[src/rtl/load_store_unit.sv]
// Load/store unit: single-outstanding request/ready data-memory port with byte-lane alignment and load extension.
// Optional LSU_MISALIGN_TRAP_EN rejects misaligned H/W accesses; otherwise they are forced to natural alignment.
module load_store_unit #(
  parameter int DATAWIDTH = 32
) (
  input  logic                 CLK,
  input  logic                 RESET,
  input  logic                 Start,
  input  logic                 Is_Store,
  input  logic [2:0]           Funct3,
  input  logic [DATAWIDTH-1:0] Alu_Result,
  input  logic [DATAWIDTH-1:0] Store_Data,
  output logic                 Busy,
  output logic                 Done,
  output logic                 Misaligned,
  output logic [DATAWIDTH-1:0] Load_Data,
  output logic                 Mem_Req,
  output logic                 Mem_We,
  output logic [DATAWIDTH-1:0] Mem_Addr,
  output logic [3:0]           Mem_Be,
  output logic [DATAWIDTH-1:0] Mem_Wdata,
  input  logic                 Mem_Ready,
  input  logic [DATAWIDTH-1:0] Mem_Rdata
);

  typedef enum logic [1:0] {IDLE, REQ, DONE} state_t;

  state_t state, next_state;

  logic           illegal, mis, reject;
  logic [1:0]     off;
  logic [3:0]     be;
  logic [31:0]    wdata;
  logic [2:0]     funct3_q;
  logic [1:0]     off_q;
  logic           mis_q;
  logic [31:0]    shifted, ext;

  // Request decode from the raw inputs, used only on the accepting edge
  always_comb begin
    illegal = (Funct3[1:0] == 2'b11) || (Funct3[2] && (Is_Store || Funct3[1]));
    off     = Alu_Result[1:0];
    mis     = 1'b0;
    be      = '0;
    wdata   = '0;
    case (Funct3[1:0])
      2'b00: begin
        be    = 4'b0001 << off;
        wdata = {4{Store_Data[7:0]}};
      end
      2'b01: begin
`ifdef LSU_MISALIGN_TRAP_EN
        mis = off[0];
`else
        off[0] = 1'b0;
`endif
        be    = off[1] ? 4'b1100 : 4'b0011;
        wdata = {2{Store_Data[15:0]}};
      end
      2'b10: begin
`ifdef LSU_MISALIGN_TRAP_EN
        mis = (off != 2'b00);
`else
        off = 2'b00;
`endif
        be    = 4'b1111;
        wdata = Store_Data;
      end
      default: ;
    endcase
    mis    = mis && !illegal;
    reject = illegal || mis;
  end

  always_ff @(posedge CLK) begin
    if (RESET) state <= IDLE;
    else       state <= next_state;
  end

  always_comb begin
    next_state = state;
    case (state)
      IDLE:    if (Start) next_state = reject ? DONE : REQ;
      REQ:     if (Mem_Ready) next_state = DONE;
      DONE:    next_state = IDLE;
      default: next_state = IDLE;
    endcase
  end

  always_comb begin
    Busy       = (state != IDLE);
    Done       = (state == DONE);
    Mem_Req    = (state == REQ);
    Misaligned = (state == DONE) && mis_q;
  end

  always_comb begin
    shifted = Mem_Rdata >> {off_q, 3'b000};
    case (funct3_q)
      3'b000:  ext = {{24{shifted[7]}}, shifted[7:0]};
      3'b001:  ext = {{16{shifted[15]}}, shifted[15:0]};
      3'b100:  ext = {24'h0, shifted[7:0]};
      3'b101:  ext = {16'h0, shifted[15:0]};
      default: ext = shifted;
    endcase
  end

  // Port fields are registered at acceptance so they stay stable while REQ waits
  always_ff @(posedge CLK) begin
    if (RESET) begin
      funct3_q  <= '0;
      off_q     <= '0;
      mis_q     <= 1'b0;
      Mem_We    <= 1'b0;
      Mem_Addr  <= '0;
      Mem_Be    <= '0;
      Mem_Wdata <= '0;
      Load_Data <= '0;
    end else begin
      if (state == IDLE && Start) begin
        funct3_q  <= Funct3;
        off_q     <= off;
        mis_q     <= mis;
        Mem_We    <= Is_Store;
        Mem_Addr  <= {Alu_Result[DATAWIDTH-1:2], 2'b00};
        Mem_Be    <= be;
        Mem_Wdata <= wdata;
      end
      if (state == REQ && Mem_Ready && !Mem_We)
        Load_Data <= ext;
    end
  end

endmodule

[config.mk]
export PLATFORM = sky130hd
export DESIGN_NAME = load_store_unit
export DESIGN_NICKNAME = d
export VERILOG_FILES = /design/src/rtl/load_store_unit.sv
export SDC_FILE = /design/constraint.sdc
export NUM_CORES = 1
export LEC_CHECK = 0
export ABC_AREA = 1
export BUFFER_PORTS_ARGS = -buffer_cell sky130_fd_sc_hd__buf_2
export CAP_MARGIN = 5
export CORE_ASPECT_RATIO = 1.2
export CORE_UTILIZATION = 35
export DETAILED_ROUTE_END_ITERATION = 8
export PLACE_DENSITY_LB_ADDON = 0.05
export SETUP_SLACK_MARGIN = 0.02
export SYNTH_ARGS = -nofsm -noshare
export SYNTH_HDL_FRONTEND = slang
export SYNTH_SLANG_ARGS = --single-unit
[constraint.sdc]
create_clock -name CLK -period 1.2 [get_ports CLK]
set_input_delay 0 -clock CLK [delete_from_list [all_inputs] [get_ports CLK]]
set_output_delay 0 -clock CLK [all_outputs]
set_load 0.01 [all_outputs]
# --- After elaboration in Yosys (flattened, before gate mapping) ---
# Cells that the tools add are included.
word_totals:
  register_bits: 106
  latch_bits: 0
  ram_bits: 0
  romBits: 0
  input_bits: 104
  memories: 0
classes:
  add_sub_neg: 0
  n_mul: 0
  n_div: 0
  order_cmp: 0
  eq_ne: 10
  shift: 2
  muxes: 10
  n_bitwise: 0
  n_reduce_logical: 13
op_table:
  columns: ["cell", "count"]
  rows:
  - ["$pmux 32 s4", 1]
  - ["$pmux 32 s3", 1]
  - ["$shr 32x5->32", 1]
  - ["$pmux 4 s3", 1]
  - ["$eq 2x2->1 const B", 3]
  - ["$eq 3x3->1 const B", 2]
  - ["$mux 2", 3]
  - ["$eq 2x1->1 const B", 2]
  - ["$logic_and 1x1->1", 4]
  - ["$logic_not 2->1", 2]
  - ["$mux 4", 1]
  - ["$pmux 2 s2", 1]
  - ["$shl 1x2->4 const A", 1]
  - ["$eq 3x1->1 const B", 1]
  - ["$logic_not 3->1", 1]
  - ["$logic_or 1x1->1", 2]
  - ["$mux 1", 2]
  - ["$ne 2x1->1 const B", 1]
  - ["$ne 2x2->1 const B", 1]
  - ["$reduce_and 2->1", 1]
  - ["$reduce_bool 2->1", 1]
  - ["$reduce_or 2->1", 1]
  - ["$logic_not 1->1", 1]

# --- Depth between registers and ports, before layout ---
# Gate-level depths: netlist of run 1.
depth:
  ltp_word: 6
  mapped_depth: 10

# --- Least setup slack after synthesis of run 1 ---
# No wires, ideal clock.
synth_path:
  kind: "register to register"
  startpoint: "register state[0]"
  endpoint: "register Load_Data[20]"
  setup_ns: 0.109
  arrival_time_ns: 1.081
  required_ns: 1.091
  setup_slack_ns: 0.010
  path_stages_with_launch: 9
  path_cell_list: "dfxtp_1 inv_2 nor2_4 nand2_2 buf_2 a21oi_1 nand3_1 nand2_1 inv_1"
synth_between:
  elab_chain_len: 3
synth_rtl:
  columns: ["element", "line", "rtl"]
  rows:
  - ["start: declaration", "28", "state_t state, next_state;"]
  - ["start signal: assignment", "77", "else state <= next_state;"]
  - ["$eq 2x1->1", null, null]
  - ["via Mem_Req", "17", "output logic Mem_Req,"]
  - ["$logic_and 1x1->1 (2 in a row)", "129", "if (state == REQ && Mem_Ready && !Mem_We)"]
  - ["end signal: assignment", "130", "Load_Data <= ext;"]
  - ["end: declaration", "16", "output logic [DATAWIDTH-1:0] Load_Data,"]
# The timed path passes the listed nets, and every way through them passes these cells.
# A chain may end at the register's enable or synchronous reset.

# --- Worst setup path in the final report of run 1 ---
layout_path:
  startpoint: "register state[0]"
  endpoint: "register Load_Data[3]"
layout_between:
  elab_chain_len: 3
layout_rtl:
  columns: ["element", "line"]
  rows:
  - ["$eq 2x1->1", "129"]
  - ["$logic_and 1x1->1 (2 in a row)", "129"]
# Every way passes these cells.

==> reports/summary.txt, run 1 <==
sequential fraction of design power = 42.6%
internal cell power = 6.34 mW
Final min period = 1.21 ns
Comb power frac = 26.0%
Setup WS post-layout = -0.0144 ns
via-per-instance ratio = 4.66
die area = 15300 um^2
wire length per cell = 13.7 um
worst ir drop on vdd = 0.613 mV
Synth area leaders = dfxtp_1 (41%), nand2_1 (17%), nor2_1 (11%)
clock buffer depth = 2
pwr dens = 1180 nW/um^2
io pins = 209
Initial Util = 35.9%
class of the worst hold path = in -> reg
count of input and output buffers = 205
clk_lat worst skew = 0.35 ns
CTS tree = done
largest net degree at the start of global routing = 39
DRT antenna net count = 0
Total GRT Usage = 21.7%
Max Slew Vio Count = 0
switching power = 2.78 mW
root buf cell = clkbuf_16
post-layout util = 53.8%
CP Class = reg -> reg
filler cell count = 1496
die height = 135 um
worst rel slew slack = 64.6%
clock network fraction of design power = 31.4%
Period Utilization, post-route = 101%
first-iteration detailed-routing DRC count = 278
max-cap violations = 0
# setup viols final = 4
Pleak = 3.91 nW
Yosys reg bits = 106
Final Hold Violating Endpoints = 0
failing checks = negative setup slack
most common cell after layout, fill and taps aside = nand2_1
reg2reg start = state[0]$_SDFFE_PP0P_
register area share after synthesis = 41.0%
CP Capture Type = flip-flop
# nets final = 1173
Placer Congestion = 0.850
number of global-route vias before repair = 5471
Least-Margin Pin Slew = 0.531 ns
die width = 113 um
cell taking the most area after synthesis = dfxtp_1
core area = 14400 um^2
clock sink count = 106
Yosys Warn Count = 0
CP arrival = 1.46 ns
initial antenna violation count = 1
Routed WL = 17000 um
Clk pin slew, worst setup/hold paths = 0.07 ns
Sw Ratio = 30.5%
Setup crit start = state[0]$_SDFFE_PP0P_
Clock Skews = 0.00687 ns
crit path launch type = flip-flop
Critical Path RT = 1.44 ns
gr ovfl total = 0
Max FO, Critical Path = 24
fmax = 0.823 GHz
Area Overhead vs Synth = 49.7%
Hold Startpoint = Funct3[1]
# DRC = 0
DR vias = 5793
drt pass-1 iters = 4
Mean Syn Cell Area = 6.50 um^2
Final Power = 9.11 mW
HPWL Detailed = 12000 um
status = finished with violations
area of the mapped netlist = 5180 um^2
Fin Hold WS = 0.000373 ns
FP Rows = 48
Synth cell types = 25
RSZ-0062 raised after global routing = yes
CTS HTree Levels = 3
total CTS buffers = 9
commonest cells after routing, fill and taps aside = nand2_1 (235), buf_2 (205), nor2_1 (140)
ratio of cells with drive above 1 in the final layout = 32.2%
Yosys top cell area share = 41.0%
Mapped Cells = 796
first-pass GRT wire length = 26300 um
state kept, by name, summed over array words and instances (netlist names):
| register | count |
|---|---|
| state | 2 |
| Mem_We | 1 |
| Mem_Wdata | 32 |
| off_q | 2 |
| Mem_Addr | 30 |
| funct3_q | 3 |
| Mem_Be | 4 |
| Load_Data | 32 |
layer usage:
layer	wire (um)	vias to the layer above	GRT usage [%]
met5	13	-	0
met4	399	2	10.1
met3	961	34	4.47
met2	8770	154	39.3
met1	6860	2575	24.3
li1	-	3028	-
critical path, cell delays in order (launching register included):
cell and delay [ns]:
dfxtp_4 0.37, inv_2 0.05, nor2_4 0.11, nand2_4 0.08, buf_12 0.17, nor3_1 0.25
nor2_1 0.06
cell families after synthesis:
family | count (synthesis) | synth area share [%]
simple gates | 444 | 34.4
compound gates | 133 | 12.9
buf+inv | 107 | 10.4
flops | 106 | 41.0
fa+ha+maj | 5 | 1.21
other cells | 1 | 0.0724
through the flow:
step           area (um^2)  cells  setup WS (ns)  setup TNS, ns
3_3_place_gp          6590   1172        -0.0766          -1.37
2_1_floorplan         5190    798         0.0281              0
3_5_place_dp          6590   1172         -0.114          -2.29
6_report              7750   1244        -0.0144        -0.0183
4_1_cts               7410   1238        0.00455              0
5_1_grt               7750   1243        -0.0868          -2.47
cells in the mapped netlist:
| cell type | number |
|---|---|
| buf_6 | 9 |
| nand3_2 | 2 |
| o21ai_1 | 2 |
| nand3_1 | 42 |
| o21ai_0 | 56 |
| nor2_1 | 147 |
| dfxtp_1 | 106 |
| clkbuf_1 | 17 |
| inv_4 | 2 |
| inv_1 | 50 |
| nand2_1 | 238 |
| buf_4 | 13 |
| buf_2 | 11 |
| nor3_1 | 8 |
| ha_1 | 5 |
| nand2_4 | 1 |
| nor2_2 | 1 |
| conb_1 | 1 |
| buf_1 | 1 |
| o21a_1 | 1 |
| a21oi_1 | 74 |
| nand2_2 | 3 |
| nor2_8 | 1 |
| nor2_4 | 1 |
| inv_2 | 4 |
power groups by stage:
stage / clock, mW / combinational (mW) / sequential, mW
floorplan: 0 / 1.08 / 4.04
global placement: 0 / 2.03 / 3.95
detailed placement: 0 / 2.03 / 3.95
CTS: 2.98 / 2.19 / 3.87
global route: 3.07 / 2.62 / 3.91
finish: 2.86 / 2.37 / 3.88
path summary, 6_finish.rpt:
check | end | slack, ns | cells after the start
setup / recovery | Load_Data[3]$_SDFFE_PP0P_ | -0.01 | 6
hold / removal | funct3_q[1]$_SDFFE_PP0P_ | 0.0004 | 3
setup reg to reg | Load_Data[3]$_SDFFE_PP0P_ | -0.01 | 6
hold reg to reg | Mem_Wdata[13]$_SDFFE_PP0P_ | 0.46 | 2
cell type report:
cell class,count,area [um^2],area share [%]
Antenna cell,1,2.50,0.0323
Timing Repair Buffer,306,2120,27.4
Clock buffer,12,256,3.31
Inverter,56,229,2.95
Sequential cell,106,2140,27.6
Tap cell,175,219,2.83
Clock inverter,3,25.0,0.323
Multi-Input combinational cell,585,2760,35.6
repair_timing:
item | in CTS | in global routing
pin swaps | 2 | 6
setup buffers | 1 | 3
endpoints found under the setup margin | 70 | 104
endpoints found under the hold margin | 51 | 0
resized for setup | 11 | 91
hold buffers | 50 | 0
cloned | 0 | 2
No activity file was read; power rests on OpenSTA's default activity.
==> run 2, diff against run 1 <==
CAP_MARGIN = not set   (was 5)
MAX_ROUTING_LAYER = met4   (was not set)
==> reports/summary.txt, run 2 (synthesis gave the netlist of run 1 again) <==
Initial Util = 35.9%
# setup viols final = 3
Max FO, Critical Path = 4
clk_lat worst skew = 0.35 ns
Final min period = 1.21 ns
Placer Congestion = 0.863
Period Utilization, post-route = 101%
clock sink count = 106
internal cell power = 6.33 mW
die height = 135 um
CTS HTree Levels = 3
initial antenna violation count = 1
die width = 113 um
Clk pin slew, worst setup/hold paths = 0.07 ns
Routed WL = 17000 um
io pins = 209
fmax = 0.825 GHz
DRT antenna net count = 0
CP max-delay cell = dfxtp_2
failing checks = negative setup slack
# DRC = 0
CP Capture Type = flip-flop
CP arrival = 1.47 ns
Bufs and invs on worst path = 4
core area = 14400 um^2
worst ir drop on vdd = 0.612 mV
total CTS buffers = 9
DR vias = 5825
sum of negative setup slack = -0.0157 ns
Clock Skews = 0.00811 ns
most frequent CP cell = buf_4
pwr dens = 1180 nW/um^2
die area = 15300 um^2
CP Class = reg -> reg
Sw Ratio = 30.4%
switching power = 2.77 mW
Pleak = 3.91 nW
largest net degree at the start of global routing = 39
drt pass-1 iters = 4
Setup WS post-layout = -0.0114 ns
count of input and output buffers = 205
Least-Margin Pin Slew = 0.521 ns
# nets final = 1173
Total GRT Usage = 22.4%
Max Slew Vio Count = 0
largest registers = Load_Data (32), Mem_Wdata (32), Mem_Addr (30)
via-per-instance ratio = 4.68
wire length per cell = 13.6 um
root buf cell = clkbuf_16
number of global-route vias before repair = 5480
Final Hold Violating Endpoints = 0
class of the worst hold path = in -> reg
first-pass GRT wire length = 26200 um
crit path launch type = flip-flop
max-cap violations = 0
CP Cell Sequence = buf_4, nand2_2, clkinvlp_4, buf_4, a21oi_1, nand3_1, nand2_1, inv_1
gr ovfl total = 0
Critical Path RT = 1.46 ns
Fin Hold WS = 0.000183 ns
slowest stage delay, CP = 0.34 ns
FP Rows = 48
sequential fraction of design power = 42.7%
HPWL Detailed = 12000 um
RSZ-0062 raised after global routing = yes
reg-to-reg slack, setup = -0.01 ns
clock network fraction of design power = 31.5%
ratio of cells with drive above 1 in the final layout = 31.7%
most common cell after layout, fill and taps aside = nand2_1
clock buffer depth = 2
Comb power frac = 25.8%
CTS tree = done
status = finished with violations
delay-heaviest family, CP = buffers and inverters
Area Overhead vs Synth = 49.2%
commonest cells after routing, fill and taps aside = nand2_1 (234), buf_2 (205), nor2_1 (142)
first-iteration detailed-routing DRC count = 256
worst rel slew slack = 65.3%
run 2: tightest hold or removal path: stages:
cell and delay, ns:
buf_2 0.14, o21ai_1 0.13, a21oi_1 0.04
run 2: final timing paths:
path                              startpoint                          to  cells after the start
hold / removal                     Funct3[1]    funct3_q[1]$_SDFFE_PP0P_                      3
setup reg to reg    funct3_q[1]$_SDFFE_PP0P_  Load_Data[17]$_SDFFE_PP0P_                      8
hold reg to reg   Mem_Wdata[13]$_SDFFE_PP0P_  Mem_Wdata[13]$_SDFFE_PP0P_                      2
setup / recovery    funct3_q[1]$_SDFFE_PP0P_  Load_Data[17]$_SDFFE_PP0P_                      8
run 2: final cells by class:
cell class                 instances  area (um^2)
fill                            1492         6690
multi-input combinational        585         2740
sequential                       106         2140
timing repair buffer             306         2110
clock buffer                      12          256
inverter                          56          231
tap                              175          219
clock inverter                     3         25.0
antenna                            2         5.00
run 2: what timing repair did:
action                                 CTS  global route
setup buffers                            1             3
pin swaps                                2             6
gates cloned                             0             2
setup endpoints to repair               70           104
hold buffers                            50             0
endpoints found under the hold margin   51             0
gates resized for setup                 11            86
run 2: layer usage:
layer	track usage (%)	up-vias	part of all wire [%]
li1	-	3030	-
met1	25.1	2605	41
met2	39.3	161	52
met3	3.36	29	5.1
met4	10.1	0	2.4
met5	-	-	0
run 2: power groups by stage:
stage	clock network [mW]	logic [mW]	registers (mW)
floorplan	0	1.08	4.04
detailed placement	0	2.03	3.95
global route	3.07	2.59	3.91
finish	2.86	2.35	3.88
global placement	0	2.03	3.95
CTS	2.98	2.19	3.87
run 2: through the flow:
step                cell area (um^2)  setup WS (ns)  power [mW]  util (%)  instances
finish                          7720        -0.0114        9.09      53.6       1245
detailed placement              6590         -0.114        5.98      45.7       1172
global placement                6590        -0.0766        5.98      45.7       1172
CTS                             7410        0.00455        9.05      51.4       1238
global route                    7720        -0.0840        9.57      53.6       1244
floorplan                       5190         0.0281        5.13         -        798
